$ cat src/rtl/clk_div_pkg.sv
// Shared types and constants for the programmable clock divider.
package clk_div_pkg;

    typedef enum logic [1:0] {
        OFF  = 2'd0,
        RUN  = 2'd1,
        PEND = 2'd2
    } state_t;

    localparam int N_MIN     = 2;
    localparam int W_DEFAULT = 32;

endpackage

$ cat src/rtl/div_counter.sv
// Period counter: counts 0..n_act-1, flags the last cycle and drives the registered divided clock.
module div_counter #(
    parameter int W = 32
) (
    input  logic         clk,
    input  logic         rst,
    input  logic         start,
    input  logic         active,
    input  logic         stop,
    input  logic [W-1:0] n_act,
    input  logic [W-1:0] n_next,
    output logic         tick,
    output logic         n_clk
);

    localparam logic [W-1:0] ONE_W = W'(1);

    logic [W-1:0] cnt_reg;
    logic         n_clk_reg;
    logic [W-1:0] cnt_inc;
    logic [W-1:0] n_half;
    logic [W-1:0] n_next_half;

    // cnt never exceeds n_act-1, so the increment cannot wrap even at 2^W-1
    assign cnt_inc     = cnt_reg + ONE_W;
    assign n_half      = n_act >> 1;
    assign n_next_half = n_next >> 1;
    assign tick        = active && (cnt_reg == (n_act - ONE_W));
    assign n_clk       = n_clk_reg;

    always_ff @(posedge clk or posedge rst) begin
        if (rst) begin
            cnt_reg   <= '0;
            n_clk_reg <= 1'b0;
        end else if (start) begin
            cnt_reg   <= '0;
            n_clk_reg <= (n_half != '0);
        end else if (active) begin
            if (tick) begin
                cnt_reg   <= '0;
                n_clk_reg <= !stop && (n_next_half != '0);
            end else begin
                cnt_reg   <= cnt_inc;
                n_clk_reg <= (cnt_inc < n_half);
            end
        end else begin
            cnt_reg   <= '0;
            n_clk_reg <= 1'b0;
        end
    end

endmodule

$ cat src/rtl/clk_div_ctrl.sv
// Divider controller: run/stop FSM and ratio handshake; new ratios take effect only at a period boundary.
module clk_div_ctrl
    import clk_div_pkg::*;
#(
    parameter int N_RESET = 7,
    parameter int W       = W_DEFAULT
) (
    input  logic         clk,
    input  logic         rst,
    input  logic         en,
    input  logic         cfg_valid,
    input  logic [W-1:0] cfg_n,
    output logic         cfg_ready,
    output logic         cfg_err,
    output logic         n_clk,
    output logic         tick,
    output logic         busy
);

    localparam logic [W-1:0] N_RESET_W = W'(N_RESET);
    localparam logic [W-1:0] N_MIN_W   = W'(N_MIN);

    state_t       state_reg;
    logic [W-1:0] n_act_reg;
    logic [W-1:0] shadow_reg;
    logic         cfg_err_reg;
    logic         xfer;
    logic         legal;
    logic         start;
    logic         active;
    logic [W-1:0] n_next;

    assign cfg_ready = (state_reg != PEND);
    assign xfer      = cfg_valid && cfg_ready;
    assign legal     = (cfg_n >= N_MIN_W);
    assign start     = (state_reg == OFF) && en;
    assign active    = (state_reg != OFF);
    assign busy      = active;
    assign cfg_err   = cfg_err_reg;
    assign n_next    = (state_reg == PEND) ? shadow_reg : n_act_reg;

    div_counter #(
        .W(W)
    ) u_counter (
        .clk    (clk),
        .rst    (rst),
        .start  (start),
        .active (active),
        .stop   (!en),
        .n_act  (n_act_reg),
        .n_next (n_next),
        .tick   (tick),
        .n_clk  (n_clk)
    );

    always_ff @(posedge clk or posedge rst) begin
        if (rst) begin
            state_reg   <= OFF;
            n_act_reg   <= N_RESET_W;
            shadow_reg  <= N_RESET_W;
            cfg_err_reg <= 1'b0;
        end else begin
            cfg_err_reg <= xfer && !legal;
            case (state_reg)
                OFF: begin
                    if (xfer && legal)
                        n_act_reg <= cfg_n;
                    if (en)
                        state_reg <= RUN;
                end
                RUN: begin
                    // Stopping at this boundary: there is no later tick, so a ratio taken now applies directly
                    if (tick && !en) begin
                        state_reg <= OFF;
                        if (xfer && legal)
                            n_act_reg <= cfg_n;
                    end else if (xfer && legal) begin
                        shadow_reg <= cfg_n;
                        state_reg  <= PEND;
                    end
                end
                PEND: begin
                    if (tick) begin
                        n_act_reg <= shadow_reg;
                        state_reg <= en ? RUN : OFF;
                    end
                end
                default: state_reg <= OFF;
            endcase
        end
    end

endmodule

$ cat config.mk
export PLATFORM = sky130hd
export DESIGN_NAME = clk_div_ctrl
export DESIGN_NICKNAME = d
export VERILOG_FILES = /design/src/rtl/clk_div_pkg.sv /design/src/rtl/div_counter.sv /design/src/rtl/clk_div_ctrl.sv
export SDC_FILE = /design/constraint.sdc
export NUM_CORES = 1
export LEC_CHECK = 0
export ABC_AREA = 1
export BUFFER_PORTS_ARGS = -buffer_cell sky130_fd_sc_hd__buf_2
export CORE_ASPECT_RATIO = 0.8
export CORE_MARGIN = 5
export CORE_UTILIZATION = 30
export DETAILED_ROUTE_END_ITERATION = 7
export HOLD_SLACK_MARGIN = 0.12
export PLACE_DENSITY_LB_ADDON = 0.1
export SYNTH_ARGS = -nofsm -noshare
export SYNTH_HDL_FRONTEND = slang
export SYNTH_HIERARCHICAL = 1
export SYNTH_SLANG_ARGS = --single-unit
$ cat constraint.sdc
create_clock -name clk -period 2.91 [get_ports clk]
set_input_delay 0.4365 -clock clk [delete_from_list [all_inputs] [get_ports clk]]
set_output_delay 0.4365 -clock clk [all_outputs]
set_load 0.01 [all_outputs]
# ---- After elaboration in Yosys (flattened, before gate mapping)
# Index checks and enable logic that the tools add are counted.
dict set report totals {
  reg_bits 100
  input_bits 36
  out_inout_bits 5
}
dict set report classes {
  add_sub_neg 2
  magnitude_cmp 2
  n_eq_ne 8
  muxes 17
  bitwise_logic 1
  reduce_logical 17
}
# op n
set op_table {}
lappend op_table {{2-to-1 mux 32 bit} 7}
lappend op_table {{case mux 32 bit (3 select lines)} 1}
lappend op_table {{nonzero test 32 bit} 2}
lappend op_table {{adder 32 x 1 -> 32 bit (second input constant)} 1}
lappend op_table {{== test 32 bit} 1}
lappend op_table {{greater-or-equal comparator 32 x 2 -> 1 bit (second input constant)} 1}
lappend op_table {{less-than comparator 32 x 31 -> 1 bit} 1}
lappend op_table {{subtractor 32 x 1 -> 32 bit (second input constant)} 1}
lappend op_table {{AND reduction 3 bit} 3}
lappend op_table {{2-to-1 mux 2 bit} 4}
lappend op_table {{inequality test 2 bit (second input constant)} 4}
lappend op_table {{logical AND 1 bit} 7}
lappend op_table {{case mux 2 bit (3 select lines)} 1}
lappend op_table {{2-to-1 mux 1 bit} 4}
lappend op_table {{inequality test 3 bit (second input constant)} 1}
lappend op_table {{nonzero test 3 bit} 1}
lappend op_table {{== test 2 x 1 -> 1 bit (second input constant)} 1}
lappend op_table {{== test 2 bit (second input constant)} 1}
lappend op_table {{zero test 1 bit} 2}
lappend op_table {{zero test 2 bit} 1}
lappend op_table {{nonzero test 2 bit} 1}
lappend op_table {{NOT 1 bit} 1}

# ---- Depth between registers and ports, before layout
dict set report depth {
  word_depth 7
  depth_mapped 24
}

# ---- Modules after synthesis
# Netlist, hierarchy kept.
# module n_inst cells_each area_each_um2
set modules_own_cells {}
lappend modules_own_cells {div_counter 1 706 4496.8}
lappend modules_own_cells {clk_div_ctrl 1 469 3398.3}

# ---- Least setup slack after synthesis
# Ideal clock, no wire load.
dict set report synth_path {
  kind {reg2reg}
  start {register u_counter.cnt_reg[0]}
  end {register u_counter.n_clk_reg, in the netlist u_counter/n_clk}
  setup_time_ns 0.065
  arrival_ns 2.853
  required_time_ns 2.845
  slack_ns -0.009
  stages_incl_launch_ff 25
  path_buffers 0
  cell_sequence {dfrtp_1 -> ha_1 -> inv_1 -> nor3_2 -> nand2_2 -> nor2_2 -> nand4_1 -> nor2_2 -> nand2_2 -> nor2_4 -> nand4_1 -> nand2_1 -> inv_1 -> ha_1 -> a21oi_1 -> o21ai_0 -> a21oi_1 -> nor2_1 -> o21ai_0 -> nand3b_1 -> nor2_1 -> nand2_1 -> nand2_1 -> nand2_1 -> nand2_1}
}
dict set report synth_between {
  elab_chain_len 5
  word_cells_on_any_way 7
}
# element line_no
set synth_rtl {}
lappend synth_rtl {{from (decl)} div_counter.sv:18} ;# logic [W-1:0] cnt_reg;
lappend synth_rtl {{from (signal assigned)} div_counter.sv:43} ;# cnt_reg <= cnt_inc;
lappend synth_rtl {{adder 32 x 1 -> 32 bit or == test 32 bit (tied branches)} {div_counter.sv:25, div_counter.sv:28}}
lappend synth_rtl {{less-than comparator 32 x 31 -> 1 bit or logical AND 1 bit (tied branches)} {div_counter.sv:44, div_counter.sv:28}}
lappend synth_rtl {{2-to-1 mux 1 bit *} div_counter.sv:39} ;# if (tick) begin
lappend synth_rtl {{2-to-1 mux 1 bit *} div_counter.sv:38} ;# end else if (active) begin
lappend synth_rtl {{2-to-1 mux 1 bit *} div_counter.sv:35} ;# end else if (start) begin
lappend synth_rtl {{to (signal assigned)} div_counter.sv:37} ;# n_clk_reg <= (n_half != '0);
lappend synth_rtl {{to (signal assigned)} div_counter.sv:41} ;# n_clk_reg <= !stop && (n_next_half != '0);
lappend synth_rtl {{to (signal assigned)} div_counter.sv:44} ;# n_clk_reg <= (cnt_inc < n_half);
lappend synth_rtl {{to (decl)} div_counter.sv:19} ;# logic n_clk_reg;
# Mark *: on every way between the ends. The rest lies on a longest branch, timed or not.
# A chain may end at the register's enable or synchronous reset.

# ---- Final worst setup path
dict set report layout_path {
  start {register n_act_reg[1]}
  end {register n_act_reg[29]}
}
dict set report layout_between {
  elab_chain_len 6
  word_cells_on_any_way 7
}
# element line_no
set layout_rtl {}
lappend layout_rtl {{from (decl)} clk_div_ctrl.sv:24} ;# logic [W-1:0] n_act_reg;
lappend layout_rtl {{from (signal assigned)} clk_div_ctrl.sv:67} ;# n_act_reg <= cfg_n;
lappend layout_rtl {{from (signal assigned)} clk_div_ctrl.sv:76} ;# n_act_reg <= cfg_n;
lappend layout_rtl {{from (signal assigned)} clk_div_ctrl.sv:84} ;# n_act_reg <= shadow_reg;
lappend layout_rtl {{subtractor 32 x 1 -> 32 bit *} div_counter.sv:28} ;# assign tick = active && (cnt_reg == (n_act - ONE_W));
lappend layout_rtl {{== test 32 bit *} div_counter.sv:28}
lappend layout_rtl {{logical AND 1 bit *} div_counter.sv:28}
lappend layout_rtl {{logical AND 1 bit} clk_div_ctrl.sv:73} ;# if (tick && !en) begin
lappend layout_rtl {{inequality test 2 bit (no source line)} -}
lappend layout_rtl {{AND reduction 3 bit (no source line) *} -}
# Marks and branches as above.

==> flow_summary.ini <==
[cts]
clk_pin_slew_ns = 0.09
clock_latency_ns = 0.38
cts_max_path_buffers = 2
htree_levels = 3
cts_tree = yes
cts_buffers = 9
cts_hold_buf = 0
clockRootBuffer = clkbuf_16
clkSinkCount = 100

[sta]
rsz0062_at_grt = yes
setup_slack_ns = -0.143
worst_slew_pin_slew_ns = 0.643
hold_viol_final = 0
min_period_over_period = 1.05
drv_slew = 0
max_slew_margin = 0.566
period_needed_ns = 3.05
finalClockSkew_ns = 0.0193
max_freq_mhz = 328
setup_viol = 67

[detailed_routing]
final_antenna_net_count = 0
drtIter0Drc = 497
wl_per_cell_um = 15.5
vias = 7738
viasPerCell = 4.57
first_pass_iters = 7
drc_errors = 0
wl_um = 26300

[run_status]
status = finished with violations
violations = negative setup slack

[cells_and_area]
nNetsFinal = 1398
final_area_um2 = 10600
final_common_cell = nand2_1
final_cell_mix = nand2_1 (310), inv_1 (149), buf_4 (108)
fin_util = 0.407
antennaDiodeCount = 0
area_delta_synth_final_pct = 34.6
drive_gt1_frac = 0.300

[pwr]
pwr-share-comb = 0.034
switching_share = 0.256
irDropWorstVdd_uv = 300
seqPwrFrac = 0.513
leakagePower_nw = 5.60
clkPwrFrac = 0.453
p_int_mw = 2.01
p_switching_uw = 694
p_per_area_nw_per_um2 = 255

[global_route]
grt_first_pass_wirelength_um = 41100
grtUsageTotal = 0.178
globalRouteOverflowTotal = 0
grt_antenna_before_repair = 0
grt_max_degree = 46
grt_pass1_vias = 7417

[worst_setup_path]
r2r_slack_ns = -0.14
required_ns = 3.22
crit_type = flop to flop
start_kind = flop
cp_max_fo = 8
reg2regPathDepth = 23
end_kind = flop
worst-endpoint-arrival_ns = 3.36

[floorplan]
core_area_um2 = 26100
rows = 53
die-area_um2 = 29700
die_h_um = 155
initial_core_util = 0.303
dieWidth_um = 191
pin_count = 41

[place]
post_dp_cell_area_um2 = 9250
hpwl_um = 19900
portBuffers = 40
gp_congestion = 0.908

[yosys]
synth_nets = 1241
syn_area_um2 = 7890
synthCells = 1173
yosysWarnings = 6
syn_avg_cell_area_um2 = 6.72

[hold_path]
hold_path.class = primary input to async pin

[run]
max_cap_violations = 0
critical path, stage by stage, from the launching register on:
cell and delay, ns:
dfstp_2 0.54, inv_2 0.04, ha_4 0.24, nand2_2 0.06
nand2_2 0.06, nor3_4 0.18, o21ai_1 0.08, inv_1 0.06
nand4_1 0.10, nor2_1 0.11, nand3_1 0.08, nor2_1 0.10
nand4_1 0.10, nor2_1 0.12, buf_4 0.16, buf_6 0.11
nor2_2 0.04, inv_2 0.09, o211ai_2 0.09, inv_2 0.12
buf_8 0.16, clkbuf_16 0.16, nand3_1 0.07, nand2_1 0.09
metal layers:
| metal | vias up | part of all wire | global-route usage |
|---|---|---|---|
| met5 | - | 0 | 0 |
| met4 | 0 | 0.012 | 0.0383 |
| met3 | 22 | 0.032 | 0.0236 |
| met2 | 145 | 0.42 | 0.256 |
| met1 | 3536 | 0.54 | 0.280 |
| li1 | 4035 | - | - |
per-stage QoR:
step	worst slack (ns)	power, mW	TNS, ns	instances	hold WS, ns
6_report	-0.143	2.71	-6.30	1692	0.124
2_1_floorplan	0.0403	1.45	0	1173	0.453
5_1_grt	-0.315	2.81	-17.50	1692	0.161
3_5_place_dp	-0.216	1.51	-9.20	1651	0.474
3_3_place_gp	-0.175	1.51	-6.83	1651	0.466
4_1_cts	-0.184	2.76	-8.98	1689	0.125
power by group through the flow:
stage | combinational, mW | sequential (mW) | clock [mW]
floorplan | 0.0382 | 1.42 | 0
global placement | 0.0908 | 1.42 | 0
detailed placement | 0.0913 | 1.42 | 0
CTS | 0.0917 | 1.39 | 1.28
global route | 0.107 | 1.39 | 1.32
finish | 0.0912 | 1.39 | 1.23
cell type report:
| class | instances | area (um2) |
|---|---|---|
| timing repair buffer | 178 | 1610 |
| sequential | 100 | 2510 |
| fill | 2747 | 15400 |
| inverter | 164 | 616 |
| clock buffer | 9 | 225 |
| multi-input combinational | 877 | 5140 |
| tap | 357 | 447 |
| clock inverter | 7 | 58.8 |
repair_timing:
item / CTS / global route
gates resized for setup: 62 / 148
pin swaps: 22 / 41
gates cloned: 8 / 4
buffers inserted: 14 / 1
endpoints found under the setup margin: 67 / 68
final timing paths:
| path | startpoint | endpoint |
|---|---|---|
| worst max-delay path | n_act_reg[1] | n_act_reg[29] |
| worst min-delay path | rst | n_act_reg[11] |
| worst max register to register | n_act_reg[1] | n_act_reg[29] |
| worst min register to register | shadow_reg[0] | shadow_reg[0] |
| max in group asynchronous | rst | n_act_reg[8] |
| min in group clk | cfg_n[0] | shadow_reg[0] |
Note: power is estimated with default switching activity, not from simulation.
